<file path="src/rtl/rc_transfer_buffer.sv">
// rtl/rc_transfer_buffer.sv - ring-crossing transfer FIFO between two connect routers
// Registered-only flit_out/bfull so the injecting router can form accept combinationally.
`ifndef CONTROL_N
`define CONTROL_N 32
`endif
`ifndef VALID_F
`define VALID_F 31
`endif

module rc_transfer_buffer #(
  parameter int DEPTH   = 4,
  parameter int PTR_W   = 2,
  parameter int STALL_W = 16
) (
  input  logic                  clk,
  input  logic                  rst,
  input  logic                  push,
  input  logic [`CONTROL_N-1:0] flit_in,
  output logic                  bfull,
  output logic [`CONTROL_N-1:0] flit_out,
  input  logic                  accept,
  output logic [PTR_W:0]        bsize,
  output logic                  overflow,
  output logic [STALL_W-1:0]    stall_cnt
);

  localparam logic [PTR_W:0] FULL_CNT = (PTR_W+1)'(DEPTH);

  logic [`CONTROL_N-1:0] mem [DEPTH];
  logic [PTR_W-1:0]      rd_ptr;
  logic [PTR_W-1:0]      wr_ptr;
  logic [PTR_W:0]        cnt;
  logic                  is_full;
  logic                  is_empty;
  logic                  push_valid;
  logic                  wr;
  logic                  rd;

  assign is_full    = (cnt == FULL_CNT);
  assign is_empty   = (cnt == '0);
  assign push_valid = push & flit_in[`VALID_F];
  assign wr         = push_valid & ~is_full & ~rst;
  assign rd         = accept & ~is_empty & ~rst;

  assign bfull    = is_full;
  assign bsize    = cnt;
  assign flit_out = is_empty ? '0 : mem[rd_ptr];

  // Storage is not reset; cnt==0 hides stale entries from flit_out.
  always_ff @(posedge clk) begin
    if (wr) begin
      mem[wr_ptr] <= flit_in;
    end
  end

  always_ff @(posedge clk) begin
    if (rst) begin
      rd_ptr <= '0;
      wr_ptr <= '0;
      cnt    <= '0;
    end else begin
      if (wr) begin
        wr_ptr <= wr_ptr + 1'b1;
      end
      if (rd) begin
        rd_ptr <= rd_ptr + 1'b1;
      end
      case ({wr, rd})
        2'b10:   cnt <= cnt + 1'b1;
        2'b01:   cnt <= cnt - 1'b1;
        default: cnt <= cnt;
      endcase
    end
  end

  always_ff @(posedge clk) begin
    if (rst) begin
      overflow <= 1'b0;
    end else if (push_valid & is_full) begin
      overflow <= 1'b1;
    end
  end

  // Head-of-line wait statistic; saturates rather than wrapping.
  always_ff @(posedge clk) begin
    if (rst) begin
      stall_cnt <= '0;
    end else if (~is_empty & ~accept & (stall_cnt != '1)) begin
      stall_cnt <= stall_cnt + 1'b1;
    end
  end

endmodule

</file>
<file path="config.mk">
export PLATFORM = sky130hd
export DESIGN_NAME = rc_transfer_buffer
export DESIGN_NICKNAME = d
export VERILOG_FILES = /design/src/rtl/rc_transfer_buffer.sv
export SDC_FILE = /design/constraint.sdc
export NUM_CORES = 1
export LEC_CHECK = 0
export ABC_AREA = 1
export BUFFER_PORTS_ARGS = -buffer_cell sky130_fd_sc_hd__buf_2
export CELL_PAD_IN_SITES_DETAIL_PLACEMENT = 1
export CELL_PAD_IN_SITES_GLOBAL_PLACEMENT = 1
export CORE_MARGIN = 2
export CORE_UTILIZATION = 40
export CTS_CLUSTER_DIAMETER = 200
export DETAILED_ROUTE_END_ITERATION = 7
export GPL_ROUTABILITY_DRIVEN = 0
export PLACE_DENSITY = 0.83
export SLEW_MARGIN = 5
export SYNTH_ARGS = -nofsm -noshare
export SYNTH_HDL_FRONTEND = slang
export SYNTH_SLANG_ARGS = --single-unit
</file>
<file path="constraint.sdc">
create_clock -name clk -period 3.65 [get_ports clk]
set_clock_uncertainty 0.1 [all_clocks]
set_input_delay 0.365 -clock clk [delete_from_list [all_inputs] [get_ports clk]]
set_output_delay 0.365 -clock clk [all_outputs]
set_load 0.02 [all_outputs]
</file>
==> flow_metrics.env, run 1 <==
export IMPL_hold_viol_final=0
export IMPL_ctsHoldBuffers=0
export IMPL_coreArea_sq_um=15800
export IMPL_status="finished clean"
export IMPL_dp_hpwl_um=10400
export IMPL_worstReg2RegEnd="bsize[2]$_SDFFE_PP0P_"
export IMPL_cts_buffers=17
export IMPL_regToRegStartpoint="bsize[2]$_SDFFE_PP0P_"
export IMPL_syn_area_sq_um=6390
export IMPL_synth_distinct_cells=27
export IMPL_ant_nets=0
export IMPL_postCtsSetupRepairBufs=0
export IMPL_yosys_area_top_type="edfxtp_1"
export IMPL_vias=4761
export IMPL_tightest_slew_ns=1.07
export IMPL_slew_violations=0
export IMPL_h_tree_depth=4
export IMPL_grt_pass1_vias=5173
export IMPL_die_x_um=130
export IMPL_criticalPathCategory="flop to primary output"
export IMPL_die_y_um=130
export IMPL_vdd_ir_drop_max_uv=320
export IMPL_reg2reg_slack_ns=1.03
export IMPL_rows=46
export IMPL_cap_violations=0
export IMPL_critPathLaunchType="flop"
export IMPL_synth_area_top_cells="edfxtp_1, nor2_1, dfxtp_1"
export IMPL_cts_resized=0
export IMPL_clkTransAtPathRegs_ns=0.06
export IMPL_crit_chain="clkinv_1 > buf_4 > o21ai_0 > a21oi_1 > buf_2"
export IMPL_ff_latch_area_sq_um=4370
export IMPL_io_pins=89
export IMPL_ys_ff_latch=154
export IMPL_cp_slowest_cell="clkinv_1"
export IMPL_syn_to_final_growth_pct=21.2
export IMPL_cp_buffers_inverters=3
export IMPL_rsz0062_at_grt="no"
export IMPL_reg2regPathDepth=11
export IMPL_final_common_cell="nor2_1"
export IMPL_period_share=0.833
export IMPL_drt_pass1_iterations=4
export IMPL_clock_sinks=154
export IMPL_cellPowerDensity_nw_per_um2=541
export IMPL_mostFrequentLayoutCells="nor2_1, edfxtp_1, buf_2"
export IMPL_path_max_fanout=35
export IMPL_grt_busiest_layer="met2"
export IMPL_use_met3=0.0505
export IMPL_wirelength_um=16400
export IMPL_crit_arrival_ns=2.58
export IMPL_syn_nets=645
export IMPL_cts_tree="done"
export IMPL_die_area_sq_um=17000
export IMPL_relSlewSlack=0.285
export IMPL_via_per_inst=5.18
export IMPL_antenna_cells=0
export IMPL_post_route_min_period_ns=3.04
export IMPL_n_fill_cell=1751
export IMPL_max_stage_delay_ns=0.74
export IMPL_synth_avg_cell_area_sq_um=10.6
export IMPL_drt_iter0_drc=288
export IMPL_critPathRequiredTime_ns=3.18
export IMPL_setup_viol=0
export IMPL_finalSetupTns_ns=0
export IMPL_antenna_found_initial=1
export IMPL_yosys_area_top_type_share=0.601
export IMPL_whs_path_depth=2
export IMPL_clk_latency_ns=0.42
export IMPL_hp_start="rst"
export IMPL_drc=0
export IMPL_grt_usage=0.204
export IMPL_wl_per_cell_um=17.8
export IMPL_yosysSeqAreaShare=0.682
export IMPL_whs_ns=0.0582
export IMPL_use_met1=0.230
export IMPL_met2_usage=0.375
export IMPL_grt_max_degree=65
export IMPL_grt_pass1_wl_um=26000
export IMPL_hp_class="input port to flop"
export IMPL_io_buffers=88
export IMPL_ys_warn_count=0
export IMPL_multi_input_area_sq_um=1820
export IMPL_max_freq_mhz=329
export IMPL_final_nets=734
export IMPL_leakage_nw=2.86
export IMPL_initial_utilization=0.406
export IMPL_worstHoldEndpoint="stall_cnt[9]$_SDFFE_PP0P_"
export IMPL_clock_path_buffers=2
export IMPL_drive_above_1_share=0.207
export IMPL_cts_root_buf="clkbuf_16"
export IMPL_critical_path_top_delay_family="buffers and inverters"
export IMPL_endpoint_kind="primary output"
export IMPL_synth_cells=602
export IMPL_grt_overflow=0
==> how the worst max path moves through the flow <==
| stage | start | endpoint | slack [ns] | cells after the start |
|---|---|---|---|---|
| 6_report | flop | flit_out[29] | 0.61 | 5 |
| 5_1_grt | flop | flit_out[1] | 0.41 | 6 |
| 4_1_cts | flop | flit_out[1] | 0.58 | 6 |
| 3_5_place_dp | rst | mem[2][9]$_DFFE_PP_ | 0.90 | 5 |
| 3_3_place_gp | rst | mem[2][4]$_DFFE_PP_ | 0.98 | 5 |
| 2_1_floorplan | bsize[1]$_SDFFE_PP0P_ | mem[0][0]$_DFFE_PP_ | 0.74 | 4 |
==> final cells by class <==
class | instances | share of cell area
Clock buffer | 18 | 0.0554
Sequential cell | 154 | 0.563
Tap cell | 216 | 0.0349
Clock inverter | 14 | 0.0312
Inverter | 32 | 0.0155
Timing Repair Buffer | 97 | 0.0655
Multi-Input combinational cell | 389 | 0.234
==> through the flow <==
step                setup slack, ns   util  std cells  power (mW)  instance area (sq um)
global route                  0.407  0.492        920        4.31                   7750
CTS                           0.582  0.492        920        4.22                   7750
global placement              0.978  0.449        888        2.23                   7080
floorplan                     0.740      -        602        2.12                   6390
detailed placement            0.895  0.449        888        2.24                   7080
finish                        0.610  0.492        920        4.19                   7750
==> sequential cells by signal, indices dropped and copies added (netlist names), named ones only <==
signal and cells:
bsize 3, rd_ptr 2, wr_ptr 2, overflow 1, stall_cnt 16, mem 128
==> synth_stat cells (all sizes together) <==
cell    number
a31oi        1
edfxtp     128
nor3         2
ha           6
dfxtp       26
nand3b       1
clkbuf      15
o21ai       74
buf         12
a21oi       52
clkinv       1
inv         31
nand3       18
nand2       47
nand4        3
fa           1
nor2       184
==> per-layer routing <==
metal	vias to the layer above	share of wire
met1	2391	0.40
met5	-	0.00079
met4	2	0.014
met2	116	0.54
li1	2232	-
met3	20	0.048
==> cells by family (layout without fill, tap and decap cells) <==
kind of cell    count (synthesis)  in the layout  synth area share
fa+ha+maj                       7              7            0.0149
compound gates                127            127             0.100
buf+inv                        59            161            0.0382
simple gates                  255            255             0.164
flops                         154            154             0.682
==> power by group <==
group          total [mW]  switching [mW]  internal, mW
clock network        1.99           0.704          1.29
registers            1.94          0.0121          1.93
logic               0.262           0.189        0.0733
total                4.19           0.906          3.29
Note: power is estimated with default switching activity, not from simulation.
==> inputs of run 2 (changes only) <==
==> constraint.sdc (replaced) <==
create_clock -name clk -period 2.85 [get_ports clk]
set_clock_uncertainty 0.1 [all_clocks]
set_input_delay 0.285 -clock clk [delete_from_list [all_inputs] [get_ports clk]]
set_output_delay 0.285 -clock clk [all_outputs]
set_load 0.02 [all_outputs]
==> flow_metrics.env, run 2 (synthesis results as in run 1) <==
export IMPL_clock_sinks=154
export IMPL_slew_violations=0
export IMPL_cap_violations=0
export IMPL_n_fill_cell=1764
export IMPL_largest_reg_flops=128
export IMPL_crit_arrival_ns=1.99
export IMPL_hold_viol_final=0
export IMPL_die_y_um=130
export IMPL_hp_class="input port to flop"
export IMPL_io_buffers=88
export IMPL_grt_overflow=0
export IMPL_vias=4903
export IMPL_grt_pass1_vias=5327
export IMPL_critical_path_top_delay_family="buffers and inverters"
export IMPL_die_area_sq_um=17000
export IMPL_h_tree_depth=4
export IMPL_criticalPathCategory="flop to primary output"
export IMPL_stdcell_area_sq_um=8110
export IMPL_cp_buffers_inverters=3
export IMPL_status="finished clean"
export IMPL_syn_to_final_growth_pct=26.8
export IMPL_hp_start="flit_in[31]"
export IMPL_drive_above_1_share=0.202
export IMPL_path_max_fanout=22
export IMPL_grt_max_degree=35
export IMPL_period_share=0.834
export IMPL_placed_cell_area_sq_um=7180
export IMPL_vdd_ir_drop_max_uv=369
export IMPL_max_stage_delay_ns=0.41
export IMPL_dp_hpwl_um=10500
export IMPL_cellPowerDensity_nw_per_um2=641
export IMPL_whs_path_depth=1
export IMPL_grt_pass1_wl_um=26500
export IMPL_initial_utilization=0.406
export IMPL_cts_root_buf="clkbuf_16"
export IMPL_cts_buffers=17
export IMPL_critPathLaunchType="flop"
export IMPL_leakage_nw=3.02
export IMPL_instances_no_fill=959
export IMPL_cts_tree="done"
export IMPL_die_x_um=130
export IMPL_antenna_found_initial=1
export IMPL_drc=0
export IMPL_rows=46
export IMPL_critPathRequiredTime_ns=2.47
export IMPL_clock_path_buffers=2
export IMPL_io_pins=89
export IMPL_top_register="mem"
export IMPL_reg2reg_slack_ns=0.52
export IMPL_drt_pass1_iterations=4
export IMPL_coreArea_sq_um=15800
export IMPL_cp_slowest_cell="inv_1"
export IMPL_mostFrequentLayoutCells="nor2_1, edfxtp_1, buf_2"
export IMPL_rsz0062_at_grt="no"
export IMPL_regToRegStartpoint="bsize[2]$_SDFFE_PP0P_"
export IMPL_wl_per_cell_um=17.7
export IMPL_ant_nets=0
export IMPL_tightest_slew_ns=0.526
export IMPL_postCtsSetupRepairBufs=0
export IMPL_via_per_inst=5.11
export IMPL_cts_resized=0
export IMPL_clkTransAtPathRegs_ns=0.06
export IMPL_worstReg2RegEnd="bsize[2]$_SDFFE_PP0P_"
export IMPL_wirelength_um=17000
export IMPL_max_freq_mhz=421
export IMPL_drt_iter0_drc=195
export IMPL_grt_usage=0.207
export IMPL_worstHoldEndpoint="mem[2][31]$_DFFE_PP_"
export IMPL_final_nets=772
export IMPL_endpoint_kind="primary output"
export IMPL_whs_ns=0.0229
export IMPL_setup_viol=0
export IMPL_ctsHoldBuffers=32
export IMPL_post_route_min_period_ns=2.38
export IMPL_clk_latency_ns=0.42
export IMPL_final_common_cell="nor2_1"
export IMPL_reg2regPathDepth=11
export IMPL_crit_chain="nor2_1 > nand2_1 > inv_1 > buf_12 > a21oi_1 > buf_2"
export IMPL_relSlewSlack=0.649
export IMPL_place_inst=894
[run 2: through the flow]
| step | setup slack, ns | setup TNS (ns) | power, mW | util |
|---|---|---|---|---|
| 2_1_floorplan | -0.0598 | -7.66 | 2.72 | - |
| 3_3_place_gp | 0.631 | 0 | 2.86 | 0.455 |
| 3_5_place_dp | 0.540 | 0 | 2.88 | 0.455 |
| 4_1_cts | 0.410 | 0 | 5.24 | 0.514 |
| 5_1_grt | 0.208 | 0 | 5.36 | 0.514 |
| 6_report | 0.473 | 0 | 5.20 | 0.514 |
[run 2: report_power, final]
| part | switching [mW] | internal (mW) |
|---|---|---|
| Combinational | 0.254 | 0.134 |
| Sequential | 0.0163 | 2.47 |
| Clock | 0.867 | 1.46 |
| Total | 1.14 | 4.06 |
[run 2: worst max path at each step]
stage | start | endpoint | slack (ns) | depth (start not counted)
2_1_floorplan | bsize[1]$_SDFFE_PP0P_ | mem[0][0]$_DFFE_PP_ | -0.06 | 4
3_3_place_gp | bsize[2]$_SDFFE_PP0P_ | bsize[2]$_SDFFE_PP0P_ | 0.63 | 11
3_5_place_dp | bsize[2]$_SDFFE_PP0P_ | bsize[2]$_SDFFE_PP0P_ | 0.54 | 11
4_1_cts | bsize[1]$_SDFFE_PP0P_ | flit_out[7] | 0.41 | 6
5_1_grt | bsize[2]$_SDFFE_PP0P_ | bsize[2]$_SDFFE_PP0P_ | 0.21 | 11
6_report | bsize[1]$_SDFFE_PP0P_ | flit_out[6] | 0.47 | 6
[run 2: cell type report]
cell class | instances | area (sq um) | share of cell area
Sequential cell | 154 | 4370 | 0.538
Multi-Input combinational cell | 389 | 1820 | 0.224
Timing Repair Buffer | 135 | 923 | 0.114
Clock buffer | 19 | 433 | 0.0534
Tap cell | 216 | 270 | 0.0333
Clock inverter | 13 | 176 | 0.0218
Inverter | 32 | 120 | 0.0148
Antenna cell | 1 | 2.50 | 0.000309
[run 2: per-layer routing]
metal / share of wire / up-vias / track usage
met5: 0 / - / 0
li1: - / 2314 / -
met2: 0.54 / 103 / 0.387
met4: 0.010 / 0 / 0.0726
met3: 0.042 / 14 / 0.0501
met1: 0.41 / 2472 / 0.230
==> inputs of run 3 (changes only) <==
--- a/config.mk
+++ b/config.mk
@@ -14,7 +14,7 @@
 export CTS_CLUSTER_DIAMETER = 200
 export DETAILED_ROUTE_END_ITERATION = 7
 export GPL_ROUTABILITY_DRIVEN = 0
-export PLACE_DENSITY = 0.83
+export PLACE_DENSITY = 0.86
 export SLEW_MARGIN = 5
 export SYNTH_ARGS = -nofsm -noshare
 export SYNTH_HDL_FRONTEND = slang
==> constraint.sdc (replaced) <==
create_clock -name clk -period 2.15 [get_ports clk]
set_clock_uncertainty 0.1 [all_clocks]
set_input_delay 0.215 -clock clk [delete_from_list [all_inputs] [get_ports clk]]
set_output_delay 0.215 -clock clk [all_outputs]
set_load 0.02 [all_outputs]
==> flow_metrics.env, run 3 (synthesis results as in run 1) <==
export IMPL_status="finished clean"
export IMPL_clkTransAtPathRegs_ns=0.06
export IMPL_initial_utilization=0.406
export IMPL_instances_no_fill=963
export IMPL_slew_violations=0
export IMPL_grt_pass1_vias=5312
export IMPL_setup_viol=0
export IMPL_grt_usage=0.205
export IMPL_critical_path_top_delay_family="adder cells"
export IMPL_postCtsSetupRepairBufs=0
export IMPL_clock_path_buffers=2
export IMPL_drt_iter0_drc=296
export IMPL_io_buffers=88
export IMPL_syn_to_final_growth_pct=27.9
export IMPL_cp_buffers_inverters=2
export IMPL_whs_ns=0.0826
export IMPL_grt_overflow=0
export IMPL_wirelength_um=17600
export IMPL_antenna_found_initial=1
export IMPL_whs_path_depth=4
export IMPL_crit_arrival_ns=2.25
export IMPL_endpoint_kind="flop"
export IMPL_reg2reg_slack_ns=0.11
export IMPL_reg2regPathDepth=11
export IMPL_grt_max_degree=59
export IMPL_rows=46
export IMPL_place_inst=894
export IMPL_cts_tree="done"
export IMPL_wl_per_cell_um=18.2
export IMPL_die_y_um=130
export IMPL_h_tree_depth=4
export IMPL_ant_nets=0
export IMPL_io_pins=89
export IMPL_die_x_um=130
export IMPL_via_per_inst=5.12
export IMPL_mostFrequentLayoutCells="nor2_1, edfxtp_1, buf_2"
export IMPL_cts_root_buf="clkbuf_16"
export IMPL_vias=4933
export IMPL_finalPower_mw=6.59
export IMPL_period_share=0.951
export IMPL_criticalPathCategory="flop to flop"
export IMPL_hp_class="input port to flop"
export IMPL_clk_latency_ns=0.42
export IMPL_cap_violations=0
export IMPL_worstHoldEndpoint="wr_ptr[1]$_SDFFE_PP0P_"
export IMPL_drt_pass1_iterations=4
export IMPL_critPathLaunchType="flop"
export IMPL_worstReg2RegEnd="bsize[2]$_SDFFE_PP0P_"
export IMPL_dp_hpwl_um=10400
export IMPL_top_register="mem"
export IMPL_leakage_nw=3.05
export IMPL_regToRegStartpoint="bsize[2]$_SDFFE_PP0P_"
export IMPL_cts_buffers=17
export IMPL_grt_pass1_wl_um=26300
export IMPL_die_area_sq_um=17000
export IMPL_path_max_fanout=5
export IMPL_drc=0
export IMPL_relSlewSlack=0.710
export IMPL_placed_cell_area_sq_um=7220
export IMPL_critPathRequiredTime_ns=2.36
export IMPL_cellPowerDensity_nw_per_um2=805
export IMPL_clock_sinks=154
export IMPL_largest_reg_flops=128
export IMPL_final_common_cell="nor2_1"
export IMPL_max_freq_mhz=489
export IMPL_coreArea_sq_um=15800
export IMPL_crit_chain="inv_2 > nor3_4 > nor2_2 > nand2_2 > ha_1 > inv_1 > fa_2 > a21oi_1 > o21ai_1 > o21ai_1 > a21oi_1"
export IMPL_tightest_slew_ns=0.436
export IMPL_max_stage_delay_ns=0.35
export IMPL_crit_path_start="bsize[2]$_SDFFE_PP0P_"
export IMPL_drive_above_1_share=0.220
export IMPL_final_nets=776
export IMPL_cp_slowest_cell="fa_2"
export IMPL_post_route_min_period_ns=2.04
export IMPL_hold_viol_final=0
export IMPL_vdd_ir_drop_max_uv=557
export IMPL_stdcell_area_sq_um=8180
export IMPL_hp_start="push"
==> run 3: changes by cell type in the layout (fill, tap and decap cells not counted), sizes merged <==
cell,before,now
dlygate4sd3,32,34
bufinv,4,0
inv,31,38
clkinv,8,7
==> run 3: what timing repair did <==
item,in CTS,in global routing
pin swaps,0,2
hold endpoints to repair,132,3
setup endpoints to repair,3,16
hold buffers,33,1
gates resized for setup,3,15
gates cloned,0,2
==> run 3: layout make-up <==
| class | instances | area (sq um) |
|---|---|---|
| well taps | 216 | 270 |
| clock inverters | 15 | 118 |
| fillers | 1767 | 7590 |
| repair buffers | 139 | 1020 |
| clock buffers | 17 | 425 |
| diodes | 1 | 2.50 |
| multi-input cells | 389 | 1840 |
| inverters | 32 | 123 |
| flip-flops and latches | 154 | 4380 |
==> run 3: metal layers <==
layer  GRT usage  wire, um  up-vias
li1            -         -     2323
met1       0.228      7060     2469
met2       0.388      9420      120
met3      0.0472       824       21
met4      0.0701       250        0
met5           0         0        -
==> run 3: worst max path at each step <==
stage	depth (start not counted)	slack, ns	end
final	11	0.11	bsize[2]$_SDFFE_PP0P_
after global routing	11	-0.003	bsize[2]$_SDFFE_PP0P_
after CTS	11	-0.02	bsize[2]$_SDFFE_PP0P_
after detailed placement	11	-0.02	bsize[2]$_SDFFE_PP0P_
after global placement	11	0.13	bsize[2]$_SDFFE_PP0P_
after floorplan	4	-0.10	mem[0][0]$_DFFE_PP_
==> run 3: where the power goes <==
| group | switching (mW) | total (mW) | internal, mW |
|---|---|---|---|
| sequential | 0.0256 | 3.30 | 3.27 |
| clock | 1.26 | 2.75 | 1.50 |
| combinational | 0.342 | 0.534 | 0.192 |
==> run 3: worst min-delay path, stage by stage <==
cell and delay, ns:
buf_2 0.10, nand2_1 0.11, nor3_1 0.06, nor2_1 0.08
==> run 3: metrics by stage <==
stage	utilization	setup WS, ns	TNS (ns)
after detailed placement	0.458	-0.0151	-0.0151
after CTS	0.513	-0.0250	-0.0250
after floorplan	-	-0.103	-13.17
final	0.519	0.106	0
after global routing	0.519	-0.00278	-0.00543
after global placement	0.458	0.132	0
